### src/rtl/hazard_ctrl_bp.sv
// hazard_ctrl_bp: pipeline hazard/control-flow unit with a BHT branch predictor, an LDI/STI FSM,
// a post-redirect squash cycle and saturating perf counters. Optional feature macro: HAZ_DYNAMIC_BP_EN.
`default_nettype none

module hazard_ctrl_bp #(
    parameter int BHT_ENTRIES = 16,
    parameter int CNT_WIDTH   = 32,
    parameter int PC_WIDTH    = 16
) (
    input  logic                 clk,
    input  logic                 reset,
    input  logic                 i_mem_resp,
    input  logic                 d_mem_resp,
    input  logic                 d_mem_read,
    input  logic                 d_mem_write,
    input  logic                 mem_is_ind,
    input  logic                 id_is_br,
    input  logic [PC_WIDTH-1:0]  id_pc,
    input  logic                 id_is_jmp,
    input  logic                 ex_is_jmp,
    input  logic                 mem_is_jmp,
    input  logic                 wb_is_br,
    input  logic [PC_WIDTH-1:0]  wb_pc,
    input  logic                 wb_br_taken,
    input  logic                 wb_pred_taken,
    input  logic                 wb_is_jmp,
    input  logic                 perf_clear,
    output logic                 predict_taken,
    output logic                 load,
    output logic                 load_pc,
    output logic                 pc_redirect,
    output logic                 flush,
    output logic                 flush_mem_op,
    output logic                 i_mem_read,
    output logic [CNT_WIDTH-1:0] bpredicts,
    output logic [CNT_WIDTH-1:0] bmispredicts,
    output logic [CNT_WIDTH-1:0] stalls
);

    typedef enum logic [1:0] {
        S_RUN    = 2'd0,
        S_IND_A  = 2'd1,
        S_IND_B  = 2'd2,
        S_SQUASH = 2'd3
    } state_t;

    state_t r_state;
    state_t w_next;
    logic   w_mispredict;
    logic   w_mem_op;
    logic   w_pred;
    logic   w_unused;

    // Only the index bits of the PCs are consumed; the rest are deliberately ignored.
    assign w_unused = ^{id_pc, wb_pc, wb_pred_taken, id_is_br};
    assign w_mem_op = d_mem_read | d_mem_write;

`ifdef HAZ_DYNAMIC_BP_EN
    localparam int IDX_W = $clog2(BHT_ENTRIES);

    logic [1:0]       r_bht [BHT_ENTRIES];
    logic [IDX_W-1:0] w_id_idx;
    logic [IDX_W-1:0] w_wb_idx;

    assign w_id_idx     = id_pc[IDX_W:1];
    assign w_wb_idx     = wb_pc[IDX_W:1];
    assign w_pred       = id_is_br & r_bht[w_id_idx][1];
    assign w_mispredict = wb_is_br & (wb_br_taken != wb_pred_taken);

    always_ff @(posedge clk) begin
        if (reset) begin
            for (int i = 0; i < BHT_ENTRIES; i++) r_bht[i] <= 2'b01;
        end else if (wb_is_br && load) begin
            if (wb_br_taken && r_bht[w_wb_idx] != 2'b11)
                r_bht[w_wb_idx] <= r_bht[w_wb_idx] + 2'b01;
            else if (!wb_br_taken && r_bht[w_wb_idx] != 2'b00)
                r_bht[w_wb_idx] <= r_bht[w_wb_idx] - 2'b01;
        end
    end
`else
    assign w_pred       = 1'b0;
    assign w_mispredict = wb_is_br & wb_br_taken;
`endif

    always_ff @(posedge clk) begin
        if (reset) r_state <= S_RUN;
        else       r_state <= w_next;
    end

    always_comb begin
        w_next        = r_state;
        load          = 1'b1;
        load_pc       = 1'b0;
        pc_redirect   = 1'b0;
        flush         = 1'b0;
        flush_mem_op  = 1'b0;
        i_mem_read    = 1'b1;
        predict_taken = w_pred;

        case (r_state)
            S_RUN: begin
                if (mem_is_ind && w_mem_op) begin
                    load   = 1'b0;
                    w_next = S_IND_A;
                end else if (w_mem_op && !d_mem_resp) begin
                    load = 1'b0;
                end
            end
            S_IND_A: begin
                load = 1'b0;
                if (d_mem_resp) w_next = S_IND_B;
            end
            S_IND_B: begin
                load = d_mem_resp;
                if (d_mem_resp) w_next = S_RUN;
            end
            default: begin
                load   = 1'b0;
                w_next = S_RUN;
            end
        endcase

        if (id_is_jmp || ex_is_jmp || mem_is_jmp || wb_is_jmp || w_mispredict || r_state == S_SQUASH)
            i_mem_read = 1'b0;
        load_pc = load & i_mem_resp & i_mem_read;

        // A WB mispredict overrides every stall and aborts any in-progress indirect access.
        if (w_mispredict) begin
            flush        = 1'b1;
            flush_mem_op = 1'b1;
            load         = 1'b1;
            load_pc      = 1'b1;
            pc_redirect  = 1'b1;
            w_next       = S_SQUASH;
        end else if (wb_is_jmp) begin
            load_pc     = 1'b1;
            pc_redirect = 1'b1;
        end

        if (reset) begin
            load          = 1'b1;
            load_pc       = 1'b0;
            pc_redirect   = 1'b0;
            flush         = 1'b0;
            flush_mem_op  = 1'b0;
            i_mem_read    = 1'b1;
            predict_taken = 1'b0;
        end
    end

    always_ff @(posedge clk) begin
        if (reset || perf_clear) begin
            bpredicts    <= '0;
            bmispredicts <= '0;
            stalls       <= '0;
        end else begin
            if (wb_is_br && load && !w_mispredict && !(&bpredicts))
                bpredicts <= bpredicts + 1'b1;
            if (w_mispredict && !(&bmispredicts))
                bmispredicts <= bmispredicts + 1'b1;
            if (!load && !(&stalls))
                stalls <= stalls + 1'b1;
        end
    end

endmodule

`default_nettype wire

### config.mk
export PLATFORM = sky130hd
export DESIGN_NAME = hazard_ctrl_bp
export DESIGN_NICKNAME = d
export VERILOG_FILES = /design/src/rtl/hazard_ctrl_bp.sv
export SDC_FILE = /design/constraint.sdc
export NUM_CORES = 1
export LEC_CHECK = 0
export ABC_AREA = 1
export BUFFER_PORTS_ARGS = -buffer_cell sky130_fd_sc_hd__buf_2
export CAP_MARGIN = 20
export CORE_ASPECT_RATIO = 0.8
export CORE_MARGIN = 2
export CORE_UTILIZATION = 50
export CTS_CLUSTER_DIAMETER = 80
export CTS_CLUSTER_SIZE = 14
export DETAILED_ROUTE_END_ITERATION = 8
export PLACE_DENSITY = 0.83
export SYNTH_ARGS = -nofsm -noshare
export SYNTH_HDL_FRONTEND = slang
export SYNTH_SLANG_ARGS = --single-unit
### constraint.sdc
create_clock -name clk -period 3.77 [get_ports clk]
set_input_delay 0.377 -clock clk [delete_from_list [all_inputs] [get_ports clk]]
set_output_delay 0.377 -clock clk [all_outputs]
set_load 0.005 [all_outputs]
Yosys cells after proc, flatten, opt, wreduce, memory -nomap -nowiden
Cells that the tools add are included.
{"block": "word_totals", "register_bits": 98, "in_bits": 48, "output_inout_bits": 103, "elab_cells": 61}
{"block": "op_classes", "addsub": 3, "eq_ne": 6, "muxes": 20, "bitwise": 4, "n_reduce_logical": 24}
{"operator": "adder 32 x 1 -> 32 bit (second input constant)", "n": 3}
{"operator": "AND reduction 32 bit", "n": 3}
{"operator": "2-to-1 mux 1 bit", "n": 14}
{"operator": "inequality test 3 bit (second input constant)", "n": 3}
{"operator": "2-to-1 mux 2 bit", "n": 4}
{"operator": "logical AND 1 bit", "n": 7}
{"operator": "zero test 1 bit", "n": 6}
{"operator": "logical OR 1 bit", "n": 6}
{"operator": "case mux 2 bit (3 select lines)", "n": 1}
{"operator": "== test 2 bit (second input constant)", "n": 2}
{"operator": "bitwise AND 1 bit", "n": 3}
{"operator": "AND reduction 3 bit", "n": 1}
{"operator": "== test 2 x 1 -> 1 bit (second input constant)", "n": 1}
{"operator": "zero test 2 bit", "n": 1}
{"operator": "case mux 1 bit (2 select lines)", "n": 1}
{"operator": "OR 1 bit", "n": 1}

Longest topological paths before layout
Gate-level depths: netlist of the first run.
{"block": "logic_depth", "depth_word": 10, "mapped_depth": 11, "mapped_depth_nobuf": 10}

Least setup slack after synthesis of the first run
OpenSTA, ideal clock, no wires.
{"block": "synth_path", "path_kind": "register to register", "startpoint": "register bmispredicts[0]", "endpoint": "register bmispredicts[21]", "setup_ns": 0.132, "t_arrival_ns": 1.639, "required_ns": 3.638, "slack_ns": 1.999, "stages_incl_launch_ff": 12, "n_path_buf": 1, "period_less_slack_ns": 1.771, "cell_sequence": "dfxtp_1 > ha_1 > inv_1 > nor2_4 > nand2_2 > nor2_4 > nand2_4 > nand2_4 > inv_2 > buf_2 > nand2_1 > a21oi_1"}
{"block": "synth_between", "elab_chain_cells": 3, "elab_cells_between_ends": 4, "classes_between": "1 x add/sub; 3 x reduce/logical"}
{"element": "start, declared", "line": "36", "text": "output logic [CNT_WIDTH-1:0] bmispredicts,"}
{"element": "start signal, assigned", "line": "160", "text": "bmispredicts <= bmispredicts + 1'b1;"}
{"element": "branches (longest 3 deep; another with adder 32 x 1 -> 32 bit)"}
Several ways; the timed one is not identified.
A chain may end at the register's enable or synchronous reset.

Worst setup path after layout of the first run
{"block": "layout_path", "startpoint": "register bpredicts[0]", "endpoint": "register bpredicts[19]"}
{"block": "layout_between", "elab_chain_cells": 3, "elab_cells_between_ends": 4, "classes_between": "1 x add/sub; 3 x reduce/logical"}
{"element": "start, declared", "line": "35", "text": "output logic [CNT_WIDTH-1:0] bpredicts,"}
{"element": "start signal, assigned", "line": "158", "text": "bpredicts <= bpredicts + 1'b1;"}
{"element": "branches (longest 3 deep; another with adder 32 x 1 -> 32 bit)"}
Several ways; the timed one is not identified.

==> impl_metrics.env, run 1 <==
export IMPL_required_ns=3.98
export IMPL_relSlewSlack_pct=47.89
export IMPL_cts_setup_buffers=0
export IMPL_avgViaCountPerCell=5.060
export IMPL_ys_seq_area_share_pct=30.90
export IMPL_core_area_sq_um=12300
export IMPL_worstPathMaxFanout=30
export IMPL_grt_start_max_net_pins=44
export IMPL_portBuffers=115
export IMPL_chipHeight_microns=104.8
export IMPL_p_per_area_nw_per_um2=288.8
export IMPL_synth_area_sq_um=6350
export IMPL_post_dp_hpwl_mm=12.99
export IMPL_syn_nets=1134
export IMPL_cts_root_buf="clkbuf_16"
export IMPL_drive_above_1_share_pct=14.12
export IMPL_start_kind="register"
export IMPL_place_gp_congestion=0.9495
export IMPL_drt_iter0_drc=513
export IMPL_grt_usage_pct=25.48
export IMPL_drt_pass1_iter_count=5
export IMPL_diodes=0
export IMPL_syn_to_final_growth_pct=14.86
export IMPL_finalSetupViolCount=0
export IMPL_synth_cell_types=29
export IMPL_drt_drc_violations_left=0
export IMPL_crit_path_max_incr_delay_ns=0.44
export IMPL_finalCriticalPeriod_ns=2.274
export IMPL_cts_sinks=98
export IMPL_yosysMostFrequentCell="nand2_1"
export IMPL_finalHoldViolations=0
export IMPL_grt_ovfl_total=0
export IMPL_dieArea_sq_um=13620
export IMPL_max_freq_mhz=439.7
export IMPL_crit_path_end_kind="register"
export IMPL_crit_chain="ha_1 > nand2_2 > nor2_4 > nand2_4 > nor2_4 > nand2_4 > nand2_4 > inv_2 > nand2_1 > a21oi_2"
export IMPL_dpl_cell_count=1346
export IMPL_holdPathStages=2
export IMPL_finalSetupTns_ns=0
export IMPL_drv_cap=0
export IMPL_yosys_top_cells_area="dfxtp_1 31%, nand2_1 26%, nor2_1 12%"
export IMPL_hp_class="in2reg"
export IMPL_start_util_pct=51.64
export IMPL_rr_worst_depth=10
export IMPL_grt_busiest_layer="met1"
export IMPL_worst_pin_slew_ns=0.7805
export IMPL_layoutNonFillerInstCount=1361
export IMPL_p_leak_nw=2.768
export IMPL_post_route_period_util_pct=60.32
export IMPL_clk_pin_slew_ns=0.07
export IMPL_nFillCells=1263
export IMPL_final_nets=1237
export IMPL_synth_area_per_cell_sq_um=5.863
export IMPL_yosys_top_cells_count="438 x nand2_1, 198 x nor2_1, 98 x dfxtp_1, 83 x inv_1, 65 x a21oi_1"
export IMPL_use_met2_pct=36.72
export IMPL_arrival_ns=2.48
export IMPL_grt_use_met1_pct=37.99
export IMPL_synth_top_area_share_pct=30.90
export IMPL_synth_edff_count=0
export IMPL_cts_tree="built"
export IMPL_grt_pass1_vias=5808
export IMPL_synth_ff_type="dfxtp_1"
export IMPL_total_power_w=0.002106
export IMPL_final_antenna_net_count=0
export IMPL_io_pins=151
export IMPL_rsz0062_at_grt="false"
export IMPL_clockBufferDepth=2
export IMPL_crit_type="reg2reg"
export IMPL_cts_htree_levels=3
export IMPL_vdd_ir_drop_max_v=0.0002384
export IMPL_outcome="completed"
export IMPL_cp_slowest_cell="dfxtp_1"
export IMPL_finClkSkew_ns=0.005964
export IMPL_cts_buffers=9
export IMPL_antenna_found_initial=0
export IMPL_synth_largest_area_cell="dfxtp_1"
export IMPL_use_met3_pct=4.813
export IMPL_wl_mm=17.28
export IMPL_syn_instance_count=1083
export IMPL_cpMostUsedCell="nand2_4"
export IMPL_worstSkewPairLatency_ns=0.35
export IMPL_placementRows=36
export IMPL_routedWlPerCell_microns=12.69
export IMPL_cts_hold_buf=0
export IMPL_synth_seq_cells=98
export IMPL_synthArstFlopShare_pct=0
export IMPL_final_max_slew_viol_count=0
export IMPL_num_vias=6886
export IMPL_yosysWarnings=0
export IMPL_die_x_microns=130.0
export IMPL_cts_resized=0
export IMPL_grt_pass1_wl_mm=28.18
==> worst max-delay path: cells and delay by family (launching register included) <==
| family | cells | cell delay [ns] |
|---|---|---|
| AND/OR/NAND/NOR | 7 | 1.11 |
| flip-flops | 1 | 0.44 |
| buffers and inverters | 1 | 0.29 |
| adder cells (fa/ha/maj) | 1 | 0.24 |
| AO/OA/AOI/OAI | 1 | 0.05 |
==> state kept, by name, summed over array words and instances, names as in the netlist <==
signal / flops
bpredicts: 32
r_state: 2
bmispredicts: 32
stalls: 32
==> path summary, 6_finish.rpt <==
check / from / endpoint / slack [ns]
worst max-delay path: bpredicts[0]$_SDFFE_PP0P_ / bpredicts[19]$_SDFFE_PP0P_ / 1.50
worst min-delay path: reset / r_state[1]$_SDFFE_PP0P_ / 0.29
worst max register to register: bpredicts[0]$_SDFFE_PP0P_ / bpredicts[19]$_SDFFE_PP0P_ / 1.50
worst min register to register: stalls[31]$_SDFFE_PP0P_ / stalls[31]$_SDFFE_PP0P_ / 0.51
==> power breakdown <==
part           total, W  switching, W  internal, W
Clock          0.000952      0.000405     0.000547
Combinational  0.000110     0.0000845    0.0000258
Sequential      0.00104    0.00000544      0.00104
==> cells by family after synthesis <==
logic type	count (synthesis)	synth area share [%]
AO/OA/AOI/OAI	94	8.079
AND/OR/NAND/NOR	732	46.88
XOR/XNOR	40	5.517
other	1	0.05906
adder cells (fa/ha/maj)	3	0.5912
flip-flops	98	30.90
buffers and inverters	115	7.980
==> per-stage QoR <==
stage / hold slack [ns] / utilization [%] / cell area (sq um) / setup WS (ns)
floorplan: 0.4461 / - / 6350 / 1.999
global placement: 0.4973 / 56.84 / 6989 / 1.535
detailed placement: 0.5073 / 56.84 / 6989 / 1.475
CTS: 0.2688 / 59.31 / 7293 / 1.461
global route: 0.2927 / 59.31 / 7293 / 1.291
finish: 0.2861 / 59.31 / 7293 / 1.496
==> final cells by class <==
type / count / area (sq um) / area share, %
Clock buffer: 11 / 252.7 / 3.465
Clock inverter: 4 / 51.30 / 0.7034
Sequential cell: 98 / 1962 / 26.90
Inverter: 89 / 334.1 / 4.581
Tap cell: 171 / 214.0 / 2.934
Multi-Input combinational cell: 870 / 3881 / 53.22
Timing Repair Buffer: 118 / 598.1 / 8.200
==> layout by cell type, fill, tap and decap left out, types with 6 or more instances in the layout <==
master / instances
a21oi_1: 65
a21oi_2: 10
buf_2: 115
clkbuf_16: 9
dfxtp_1: 98
inv_1: 83
inv_2: 6
nand2_1: 438
nand2_4: 7
nand3_1: 57
nand4_1: 13
nor2_1: 198
nor2_4: 6
o21ai_0: 17
xnor2_1: 18
xor2_1: 22
==> routing by layer <==
layer / vias to the layer above / wire length (microns)
met5: - / 0
met4: 0 / 356
met3: 28 / 1194
met2: 255 / 7179
met1: 3042 / 8547
li1: 3561 / -
Note: power is estimated with default switching activity, not from simulation.
==> run 2, diff against run 1 <==
--- a/config.mk
+++ b/config.mk
@@ -5,7 +5,7 @@
 export SDC_FILE = /design/constraint.sdc
 export NUM_CORES = 1
 export LEC_CHECK = 0
-export ABC_AREA = 1
+export ABC_AREA = 0
 export BUFFER_PORTS_ARGS = -buffer_cell sky130_fd_sc_hd__buf_2
 export CAP_MARGIN = 20
 export CORE_ASPECT_RATIO = 0.8
@@ -14,7 +14,7 @@
 export CTS_CLUSTER_DIAMETER = 80
 export CTS_CLUSTER_SIZE = 14
 export DETAILED_ROUTE_END_ITERATION = 8
-export PLACE_DENSITY = 0.83
+export PLACE_DENSITY = 0.85
 export SYNTH_ARGS = -nofsm -noshare
 export SYNTH_HDL_FRONTEND = slang
 export SYNTH_SLANG_ARGS = --single-unit
==> constraint.sdc (replaced) <==
create_clock -name clk -period 2.1 [get_ports clk]
set_input_delay 0.21 -clock clk [delete_from_list [all_inputs] [get_ports clk]]
set_output_delay 0.21 -clock clk [all_outputs]
set_load 0.005 [all_outputs]
==> impl_metrics.env, run 2 <==
export IMPL_cts_htree_levels=3
export IMPL_yosysMostFrequentCell="dfxtp_1"
export IMPL_yosys_top_cells_area="dfxtp_1 38%, a21oi_1 7.1%, or3_1 5.7%"
export IMPL_top_regs="bmispredicts x32, bpredicts x32, stalls x32"
export IMPL_final_seq_area_sq_um=1976
export IMPL_p_comb_share_pct=6.5
export IMPL_ys_seq_area_share_pct=37.88
export IMPL_syn_instance_count=633
export IMPL_avgViaCountPerCell=6.510
export IMPL_synth_ff_type="dfxtp_1"
export IMPL_grt_pass1_vias=5432
export IMPL_grt_usage_pct=27.85
export IMPL_required_ns=2.37
export IMPL_grt_ovfl_total=0
export IMPL_synth_seq_cells=98
export IMPL_cts_tree="built"
export IMPL_placed_cell_area_sq_um=6420
export IMPL_syn_nets=684
export IMPL_post_dp_hpwl_mm=11.14
export IMPL_grt_pass1_wl_mm=25.50
export IMPL_yosysWarnings=0
export IMPL_finalCriticalPeriod_ns=2.101
export IMPL_crit_path_end_kind="register"
export IMPL_drt_drc_violations_left=0
export IMPL_p_sw_w=0.0008731
export IMPL_max_freq_mhz=475.9
export IMPL_drt_iter0_drc=657
export IMPL_start_util_pct=50.99
export IMPL_stdcell_area_sq_um=7054
export IMPL_synth_largest_area_cell="dfxtp_1"
export IMPL_r2r_start="bpredicts[0]$_SDFFE_PP0P_"
export IMPL_routedWlPerCell_microns=18.39
export IMPL_synth_area_sq_um=5179
export IMPL_vdd_ir_drop_max_v=0.0003729
export IMPL_layoutNonFillerInstCount=961
export IMPL_holdCritStartpoint="d_mem_resp"
export IMPL_drv_cap=0
export IMPL_io_pins=151
export IMPL_crit_path_max_incr_delay_ns=0.59
export IMPL_final_nets=867
export IMPL_cp_slowest_cell="or4_4"
export IMPL_cts_buffers=9
export IMPL_power_frac_seq_pct=51.0
export IMPL_diodes=0
export IMPL_outcome="finished, violations left"
export IMPL_final_max_slew_viol_count=0
export IMPL_dpl_cell_count=933
export IMPL_crit_buf_inv=2
export IMPL_p_per_area_nw_per_um2=520.1
export IMPL_setup_ws_ns=-0.001382
export IMPL_multiInputGateArea_sq_um=3258
export IMPL_cp_top_family="simple AND/OR/NAND/NOR gates"
export IMPL_portBuffers=115
export IMPL_arrival_ns=2.38
export IMPL_synth_top_area_share_pct=37.88
export IMPL_rsz0062_at_grt="true"
export IMPL_nFillCells=750
export IMPL_place_gp_congestion=0.9021
export IMPL_yosys_top_cells_count="98 x dfxtp_1, 73 x a21oi_1, 57 x nand2_1, 47 x or3_1, 39 x o21ai_0"
export IMPL_num_vias=6256
export IMPL_synth_cell_types=53
export IMPL_synth_area_per_cell_sq_um=8.181
export IMPL_dieArea_sq_um=11190
export IMPL_chipHeight_microns=95.03
export IMPL_placementRows=33
export IMPL_p_int_w=0.002796
export IMPL_crit_type="reg2reg"
export IMPL_drive_above_1_share_pct=34.23
export IMPL_violations="negative setup slack"
export IMPL_cts_sinks=98
export IMPL_hp_class="in2reg"
export IMPL_syn_to_final_growth_pct=36.22
export IMPL_final_common_cell="buf_2"
export IMPL_synth_edff_count=0
export IMPL_clk_pin_slew_ns=0.07
export IMPL_grt_start_max_net_pins=47
export IMPL_worstPathMaxFanout=7
export IMPL_finalSetupViolCount=1
export IMPL_antenna_found_initial=0
export IMPL_ff2ff_setup_slack_ns=-0.001
export IMPL_crit_chain="ha_4 > nand2_4 > or4_4 > nor4_4 > buf_6 > buf_12 > o21ai_0 > a21oi_1"
export IMPL_core_area_sq_um=10160
export IMPL_crit_start="bpredicts[0]$_SDFFE_PP0P_"
export IMPL_mostFrequentLayoutCells="115 x buf_2, 89 x dfxtp_1, 81 x buf_4"
export IMPL_synthArstFlopShare_pct=0
export IMPL_netSwitchingFraction_pct=23.80
export IMPL_clockBufferDepth=2
export IMPL_wl_mm=17.68
export IMPL_cts_root_buf="clkbuf_16"
export IMPL_finClkSkew_ns=0.006959
export IMPL_worstSkewPairLatency_ns=0.35
export IMPL_p_leak_nw=2.597
export IMPL_start_kind="register"
export IMPL_finalHoldViolations=0
export IMPL_post_route_period_util_pct=100.1
export IMPL_clock_power_share_pct=42.5
export IMPL_final_antenna_net_count=0
export IMPL_die_x_microns=117.8
export IMPL_drt_pass1_iter_count=5
## run 2: cell types whose count changed after synthesis, moves of 16 or more
cell / previous run / this run
o31ai_1: 0 / 29
or3_1: 0 / 47
o21ai_0: 17 / 39
nand2_1: 438 / 57
nor4_1: 1 / 17
inv_1: 83 / 13
nand3_1: 57 / 35
nand4_1: 13 / 30
or4_1: 0 / 32
nor2_1: 198 / 20
xor2_1: 22 / 1
## run 2: power groups by stage
stage / registers, W / clock network [W] / logic [W]
global route: 0.00187 / 0.00165 / 0.000252
global placement: 0.00191 / 0 / 0.000200
floorplan: 0.00191 / 0 / 0.000104
CTS: 0.00187 / 0.00157 / 0.000218
finish: 0.00187 / 0.00156 / 0.000240
detailed placement: 0.00191 / 0 / 0.000206
## run 2: per-stage QoR
| step | setup TNS, ns | power [W] | hold WS (ns) | worst slack (ns) | utilization, % |
|---|---|---|---|---|---|
| finish | -0.001382 | 0.003669 | 0.2809 | -0.001382 | 69.45 |
| global route | -0.4664 | 0.003773 | 0.2897 | -0.09028 | 69.45 |
| CTS | 0 | 0.003657 | 0.2727 | 0.01170 | 66.51 |
| detailed placement | -1.542 | 0.002117 | 0.4893 | -0.1436 | 63.21 |
| global placement | -0.4776 | 0.002111 | 0.4757 | -0.06052 | 63.21 |
| floorplan | -0.009512 | 0.002018 | 0.3901 | -0.009512 | - |
## run 2: worst register-to-register path, delay by kind of cell, from the launching register on
family,cells,cell delay (ns)
DFF,1,0.36
AOI/OAI and AO/OA,2,0.30
and+or+nand+nor,3,0.91
buffers and inverters,2,0.29
adders and majority gates,1,0.16
## run 2: path summary, 6_finish.rpt
| kind | endpoint | depth (start not counted) |
|---|---|---|
| min reg2reg | bmispredicts[15]$_SDFFE_PP0P_ | 2 |
| max | bpredicts[15]$_SDFFE_PP0P_ | 8 |
| min | r_state[1]$_SDFFE_PP0P_ | 5 |
| max reg2reg | bpredicts[15]$_SDFFE_PP0P_ | 8 |
## run 2: cell type report
| type | instances | share of cell area, % |
|---|---|---|
| well taps | 140 | 2.483 |
| flip-flops and latches | 98 | 28.01 |
| repair buffers | 203 | 18.66 |
| clock buffers | 12 | 3.494 |
| clock inverters | 4 | 0.3902 |
| inverters | 14 | 0.7804 |
| multi-input cells | 490 | 46.19 |
## run 2: cells by family after synthesis
| kind of cell | count (synthesis) | synth area share (%) |
|---|---|---|
| AND/OR/NAND/NOR | 298 | 34.43 |
| flip-flops | 98 | 37.88 |
| AO/OA/AOI/OAI | 169 | 19.93 |
| adder cells (fa/ha/maj) | 3 | 0.7249 |
| buffers and inverters | 46 | 3.624 |
| multiplexers | 12 | 2.319 |
| XOR/XNOR | 6 | 1.015 |
| other | 1 | 0.07241 |
## run 2: per-layer routing
layer	up-vias	track usage (%)	routed length, microns
met4	0	11.95	741
met2	394	48.06	8438
met5	-	0	0
li1	2821	-	-
met1	2956	33.86	6964
met3	85	6.400	1532
## run 2: what timing repair did
item,4_1_cts,5_1_grt
pin swaps,1,18
gates resized for setup,9,45
buffers inserted,1,8
gates cloned,0,3
hold buffers,0,0
setup endpoints to repair,37,48
